## src/rtl/count_tick_sched_pkg.sv

```systemverilog
`default_nettype none
// ============================================================================
// tick_pkg : shared types, rate constants and divisor helper for count_tick_sched
// Rev 1.0
// ============================================================================
package tick_pkg;

    typedef enum logic [1:0] {
        IDLE   = 2'd0,
        RUN    = 2'd1,
        STEP   = 2'd2,
        RELOAD = 2'd3
    } sched_state_t;

    typedef logic [1:0] rate_t;

    localparam int unsigned RATE_HZ_0 = 1;
    localparam int unsigned RATE_HZ_1 = 2;
    localparam int unsigned RATE_HZ_2 = 5;
    localparam int unsigned RATE_HZ_3 = 10;

    // Truncating integer division; evaluated at elaboration time.
    function automatic int unsigned rate_div(input int unsigned clk_hz, input rate_t rate);
        case (rate)
            2'd0:    return clk_hz / RATE_HZ_0;
            2'd1:    return clk_hz / RATE_HZ_1;
            2'd2:    return clk_hz / RATE_HZ_2;
            default: return clk_hz / RATE_HZ_3;
        endcase
    endfunction

endpackage
`default_nettype wire

```

## src/rtl/count_tick_sched_if.sv

```systemverilog
`default_nettype none
// ============================================================================
// count_tick_sched_if : control inputs and tick/status outputs of the scheduler
// Rev 1.0
// ============================================================================
interface count_tick_sched_if;

    tick_pkg::rate_t rate_sel;
    logic            run_tgl;
    logic            step_req;
    logic            cnt_tick;
    logic            scan_tick;
    logic            running;
    logic [1:0]      state_o;

    modport slave (
        input  rate_sel, run_tgl, step_req,
        output cnt_tick, scan_tick, running, state_o
    );

    modport master (
        output rate_sel, run_tgl, step_req,
        input  cnt_tick, scan_tick, running, state_o
    );

endinterface
`default_nettype wire

```

## src/rtl/count_tick_sched_mod_prescaler.sv

```systemverilog
`default_nettype none
// ============================================================================
// mod_prescaler : modulo-div counter with enable, clear and registered terminal strobe
// Rev 1.0
// ============================================================================
module mod_prescaler #(
    parameter int unsigned DIV_W = 27
) (
    input  wire logic             clk,
    input  wire logic             rst_n,
    input  wire logic             en,
    input  wire logic             clr,
    input  wire logic [DIV_W-1:0] div,
    output logic                  tc
);

    logic [DIV_W-1:0] cnt_q, cnt_d;
    logic             tc_q, tc_d;
    logic             w_at_tc;

    // The strobe is raised whenever an enabled count leaves terminal count,
    // even if that same edge clears the counter (stop/reload coincident tick).
    always_comb begin
        w_at_tc = (cnt_q == div - DIV_W'(1));
        cnt_d   = cnt_q;
        tc_d    = en && w_at_tc;
        if (clr) begin
            cnt_d = '0;
        end else if (en) begin
            cnt_d = w_at_tc ? '0 : cnt_q + DIV_W'(1);
        end
    end

    always_ff @(posedge clk) begin
        if (!rst_n) begin
            cnt_q <= '0;
            tc_q  <= 1'b0;
        end else begin
            cnt_q <= cnt_d;
            tc_q  <= tc_d;
        end
    end

    assign tc = tc_q;

endmodule
`default_nettype wire

```

## src/rtl/count_tick_sched.sv

```systemverilog
`default_nettype none
// ============================================================================
// count_tick_sched : count/scan clock-enable scheduler with run/stop/step and rate select
// Rev 1.0
// ============================================================================
module count_tick_sched
    import tick_pkg::*;
#(
    parameter int unsigned CLK_HZ  = 100_000_000,
    parameter int unsigned SCAN_HZ = 1000,
    parameter int unsigned DIV_W   = 27
) (
    input  wire logic         clkin,
    input  wire logic         rst_n,
    count_tick_sched_if.slave bus
);

    localparam logic [DIV_W-1:0] c_div_0    = DIV_W'(rate_div(CLK_HZ, 2'd0));
    localparam logic [DIV_W-1:0] c_div_1    = DIV_W'(rate_div(CLK_HZ, 2'd1));
    localparam logic [DIV_W-1:0] c_div_2    = DIV_W'(rate_div(CLK_HZ, 2'd2));
    localparam logic [DIV_W-1:0] c_div_3    = DIV_W'(rate_div(CLK_HZ, 2'd3));
    localparam logic [DIV_W-1:0] c_scan_div = DIV_W'(CLK_HZ / SCAN_HZ);

    sched_state_t     state_q, state_d;
    rate_t            rate_q, rate_d;
    logic             ret_run_q, ret_run_d;
    logic             step_q, step_d;
    logic             w_rate_chg;
    logic             w_cnt_en;
    logic             w_cnt_clr;
    logic             w_cnt_tc;
    logic             w_scan_tc;
    logic [DIV_W-1:0] w_cnt_div;

    always_comb begin
        state_d    = state_q;
        rate_d     = rate_q;
        ret_run_d  = ret_run_q;
        w_rate_chg = (bus.rate_sel != rate_q);
        case (state_q)
            IDLE: begin
                if (bus.run_tgl) begin
                    state_d = RUN;
                end else if (w_rate_chg) begin
                    state_d   = RELOAD;
                    ret_run_d = 1'b0;
                end else if (bus.step_req) begin
                    state_d = STEP;
                end
            end
            RUN: begin
                if (bus.run_tgl) begin
                    state_d = IDLE;
                end else if (w_rate_chg) begin
                    state_d   = RELOAD;
                    ret_run_d = 1'b1;
                end
            end
            STEP: state_d = IDLE;
            RELOAD: begin
                rate_d  = bus.rate_sel;
                state_d = ret_run_q ? RUN : IDLE;
            end
            default: state_d = IDLE;
        endcase
        step_d = (state_d == STEP);
    end

    always_ff @(posedge clkin) begin
        if (!rst_n) begin
            state_q   <= IDLE;
            rate_q    <= '0;
            ret_run_q <= 1'b0;
            step_q    <= 1'b0;
        end else begin
            state_q   <= state_d;
            rate_q    <= rate_d;
            ret_run_q <= ret_run_d;
            step_q    <= step_d;
        end
    end

    always_comb begin
        case (rate_q)
            2'd0:    w_cnt_div = c_div_0;
            2'd1:    w_cnt_div = c_div_1;
            2'd2:    w_cnt_div = c_div_2;
            default: w_cnt_div = c_div_3;
        endcase
    end

    // Stopping clears the count so a later restart always begins a full period.
    assign w_cnt_en  = (state_q == RUN);
    assign w_cnt_clr = (state_q == RELOAD) || ((state_q == RUN) && bus.run_tgl);

    mod_prescaler #(.DIV_W(DIV_W)) u_cnt_pre (
        .clk   (clkin),
        .rst_n (rst_n),
        .en    (w_cnt_en),
        .clr   (w_cnt_clr),
        .div   (w_cnt_div),
        .tc    (w_cnt_tc)
    );

    mod_prescaler #(.DIV_W(DIV_W)) u_scan_pre (
        .clk   (clkin),
        .rst_n (rst_n),
        .en    (1'b1),
        .clr   (1'b0),
        .div   (c_scan_div),
        .tc    (w_scan_tc)
    );

    assign bus.cnt_tick  = w_cnt_tc | step_q;
    assign bus.scan_tick = w_scan_tc;
    assign bus.running   = (state_q == RUN);
    assign bus.state_o   = state_q;

endmodule
`default_nettype wire

```

## src/flat_wrapper.sv

```systemverilog
// flat-port wrapper written by rule: the top's interface ports become plain ports
module count_tick_sched_flat import tick_pkg::*;
#(
    parameter int unsigned CLK_HZ  = 100_000_000,
    parameter int unsigned SCAN_HZ = 1000,
    parameter int unsigned DIV_W   = 27
)
  (clkin, rst_n, bus_rate_sel, bus_run_tgl, bus_step_req, bus_cnt_tick, bus_scan_tick, bus_running, bus_state_o);
  count_tick_sched_if bus_i ();
  input  wire logic clkin;
  input  wire logic rst_n;
  input wire logic [$bits(bus_i.rate_sel)-1:0] bus_rate_sel;
  input wire logic [$bits(bus_i.run_tgl)-1:0] bus_run_tgl;
  input wire logic [$bits(bus_i.step_req)-1:0] bus_step_req;
  output wire logic [$bits(bus_i.cnt_tick)-1:0] bus_cnt_tick;
  output wire logic [$bits(bus_i.scan_tick)-1:0] bus_scan_tick;
  output wire logic [$bits(bus_i.running)-1:0] bus_running;
  output wire logic [$bits(bus_i.state_o)-1:0] bus_state_o;
  assign bus_i.rate_sel = bus_rate_sel;
  assign bus_i.run_tgl = bus_run_tgl;
  assign bus_i.step_req = bus_step_req;
  assign bus_cnt_tick = bus_i.cnt_tick;
  assign bus_scan_tick = bus_i.scan_tick;
  assign bus_running = bus_i.running;
  assign bus_state_o = bus_i.state_o;
  count_tick_sched #(.CLK_HZ(CLK_HZ), .SCAN_HZ(SCAN_HZ), .DIV_W(DIV_W)) u_core (.clkin(clkin), .rst_n(rst_n), .bus(bus_i));
endmodule
```

## config.mk

```make
export PLATFORM = sky130hd
export DESIGN_NAME = count_tick_sched_flat
export DESIGN_NICKNAME = d
export VERILOG_FILES = /design/src/rtl/count_tick_sched_pkg.sv /design/src/rtl/count_tick_sched_if.sv /design/src/rtl/count_tick_sched_mod_prescaler.sv /design/src/rtl/count_tick_sched.sv /design/src/flat_wrapper.sv
export SDC_FILE = /design/constraint.sdc
export NUM_CORES = 1
export LEC_CHECK = 0
export ABC_AREA = 0
export BUFFER_PORTS_ARGS = -buffer_cell sky130_fd_sc_hd__buf_2
export CORE_ASPECT_RATIO = 1.75
export CORE_MARGIN = 2
export CORE_UTILIZATION = 64
export CTS_BUF_LIST = sky130_fd_sc_hd__clkbuf_4 sky130_fd_sc_hd__clkbuf_8
export DETAILED_ROUTE_END_ITERATION = 10
export PLACE_DENSITY = 0.88
export SYNTH_ARGS = -nofsm -noshare
export SYNTH_HDL_FRONTEND = slang
export SYNTH_SLANG_ARGS = --single-unit
```

## constraint.sdc

```tcl
create_clock -name clkin -period 2.17 [get_ports clkin]
set_input_delay 0.217 -clock clkin [delete_from_list [all_inputs] [get_ports clkin]]
set_output_delay 0.217 -clock clkin [all_outputs]
set_load 0.02 [all_outputs]
```

==> flow_summary.json <==
{
  "outcome": "finished, final reports clean",
  "dp.cells": 411,
  "vias": 2616,
  "ys_seq_elements": 62,
  "dr.pass1.iters": 4,
  "die_x_um": 55.92,
  "start_util_pct": 65.29,
  "fin_cells": 427,
  "max_stage_delay_ns": 0.50,
  "hold_class": "in2reg",
  "ys_types": 50,
  "antenna_found_initial": 0,
  "finalWeightedCongestion": 0.9547,
  "postSynth.asyncResetShare_pct": 0,
  "grt_usage_pct": 29.48,
  "die-area_um2": 5305,
  "avgSynthCellArea_um2": 8.726,
  "drt-vias-per-instance": 6.126,
  "grt_start_max_net_pins": 27,
  "cts.clk_slew.worst_paths_ns": 0.07,
  "fin_hold_ws_ns": 0.1697,
  "drt-initial-drc-count": 149,
  "drc": 0,
  "yosys_warnings": 0,
  "worst_slew_pin_slew_ns": 0.5962,
  "finalCriticalPeriod_ns": 2.017,
  "cp_num_buf_inv": 1,
  "num_rows": 33,
  "power.density_nw_per_um2": 712.7,
  "clock-sinks": 62,
  "syn_area_um2": 3019,
  "drv_slew": 0,
  "overflow": 0,
  "period_share_pct": 92.97,
  "path_delay_family": "simple AND/OR/NAND/NOR gates",
  "grt_pass1_vias": 2631,
  "htreeDepth": 3,
  "synthTopCellsByArea": "dfxtp_1 41%, nor2_1 7.8%, xnor2_1 7.8%, xor2_1 7.8%, nand4_1 3.7%",
  "post_drt_wl_per_cell_um": 16.85,
  "setup-violations-final": 0,
  "syn2layout_area_growth_pct": 12.93,
  "post-cts-setup-buffers": 0,
  "synthCells": 346,
  "synth_nets": 354,
  "crit_fanout": 14,
  "hpwl_um": 5045,
  "slowest_stage": "dfxtp_1",
  "clock_skew_ns": 0.007464,
  "crit_type": "reg2reg",
  "grt_pass1_wl_um": 12050,
  "diodes": 0,
  "root_buffer": "clkbuf_8",
  "insertion_delay_ns": 0.34,
  "drive_gt1_share_pct": 13.60,
  "clock_path_buffers": 2,
  "cts_buffers": 9,
  "min_from": "bus_rate_sel[1]",
  "p_leak_nw": 1.271,
  "max_freq_mhz": 495.7,
  "end_kind": "register",
  "synth_seq_area_share_pct": 41.11,
  "p_total_w": 0.002430,
  "irDropWorstVdd_v": 0.0009469,
  "cp_data_required_time_ns": 2.40,
  "reg2reg_from": "u_core.rate_q[0]",
  "portBuffers": 10,
  "antenna_left": 0,
  "maxSlewHeadroom_pct": 59.88,
  "layout_commonest_cell": "nor2_1",
  "maxCapViolCount": 0,
  "wl_um": 7197,
  "holdBufCountCts": 0,
  "coreArea_um2": 4624,
  "cp.arrival_ns": 2.25,
  "finalHoldViolCount": 0,
  "mostFrequentLayoutCells": "63 x nor2_1, 61 x dfxtp_1, 27 x xor2_1, 27 x xnor2_1, 20 x nand2_1",
  "synth_top_area_share_pct": 41.11,
  "crit_chain": "or4bb_1 -> o41ai_2 -> nand4_2 -> o311ai_4 -> buf_4 -> nor2_1",
  "fillers": 318,
  "start_kind": "register",
  "die_y_um": 94.86,
  "io_pins": 11,
  "finish.net_count": 378,
  "cts_tree": "done",
  "synth-edff-count": 0,
  "ys.flop_type": "dfxtp_1",
  "crit_path_start": "u_core.rate_q[0]",
  "yosysTopAreaCell": "dfxtp_1",
  "post-place-ws_ns": 0.1077,
  "setup_ws_ns": 0.1526
}
## routing by layer
metal / global-route usage (%) / routed length, um / up-vias
met5: 0 / 0 / -
met4: 20.04 / 398 / 0
met3: 7.671 / 302 / 26
met2: 53.37 / 3935 / 79
met1: 29.05 / 2562 / 1256
li1: - / - / 1255
## final cells by class
type	count	area [um2]	area share [%]
Tap cell	52	65.06	1.908
Clock inverter	6	85.08	2.495
Clock buffer	10	137.6	4.037
Inverter	10	37.54	1.101
Multi-Input combinational cell	262	1667	48.88
Sequential cell	62	1242	36.44
Timing Repair Buffer	25	175.2	5.138
## stage by stage
stage,setup TNS (ns),instance area (um2),util [%]
finish,0,3410,73.73
global route,-0.009802,3410,73.73
CTS,0,3401,73.54
detailed placement,0,3178,68.72
global placement,0,3178,68.72
floorplan,0,3019,-
## power breakdown
part / total [W] / switching (W) / internal [W]
Combinational: 0.000132 / 0.0000818 / 0.0000504
Sequential: 0.00117 / 0.0000141 / 0.00115
Clock: 0.00113 / 0.000458 / 0.000673
## cell usage after synthesis (all sizes together), types with 2 or more instances
| cell type | count |
|---|---|
| a21oi | 5 |
| a31oi | 2 |
| and2 | 6 |
| and3 | 13 |
| and4 | 5 |
| buf | 10 |
| clkbuf | 2 |
| dfxtp | 62 |
| ha | 2 |
| inv | 10 |
| nand2 | 20 |
| nand2b | 3 |
| nand3 | 18 |
| nand4 | 19 |
| nor2 | 64 |
| nor2b | 4 |
| nor3 | 7 |
| nor4 | 10 |
| nor4b | 2 |
| nor4bb | 3 |
| o21ai | 3 |
| o311ai | 2 |
| or3b | 2 |
| xnor2 | 27 |
| xor2 | 27 |
## final timing paths
check / to / slack [ns] / cells past startpoint
max reg2reg: u_core.u_cnt_pre.cnt_q[11] / 0.15 / 6
min: u_core.rate_q[1] / 0.17 / 3
max: u_core.u_cnt_pre.cnt_q[11] / 0.15 / 6
min reg2reg: u_core.u_scan_pre.cnt_q[0] / 0.44 / 1
## worst reg2reg max path, stage by stage (launching register included)
cell and delay, ns:
dfxtp_1 0.50, or4bb_1 0.46, o41ai_2 0.09, nand4_2 0.19
o311ai_4 0.33, buf_4 0.26, nor2_1 0.08
## flip-flops by register name, indices dropped and copies added, names as in the netlist
name / count
u_core.bus.state_o: 2
u_core.rate_q: 2
u_core.ret_run_q: 1
u_core.step_q: 1
u_core.u_cnt_pre.cnt_q: 27
u_core.u_cnt_pre.tc: 1
u_core.u_scan_pre.cnt_q: 27
u_core.u_scan_pre.tc: 1
## cell families after synthesis
group                      share of synthesized area, %
and+or+nand+nor                                   32.08
muxes                                            0.3316
buffers and inverters                             3.937
adders and majority gates                        0.8287
DFF                                               41.11
AOI/OAI and AO/OA                                 6.051
xor gates and xnor gates                          15.67
## repair_timing
action / in CTS / in global routing
gates resized for setup: 0 / 3
setup endpoints to repair: 0 / 29
hold endpoints to repair: 0 / 0
Note: power is estimated with default switching activity, not from simulation.
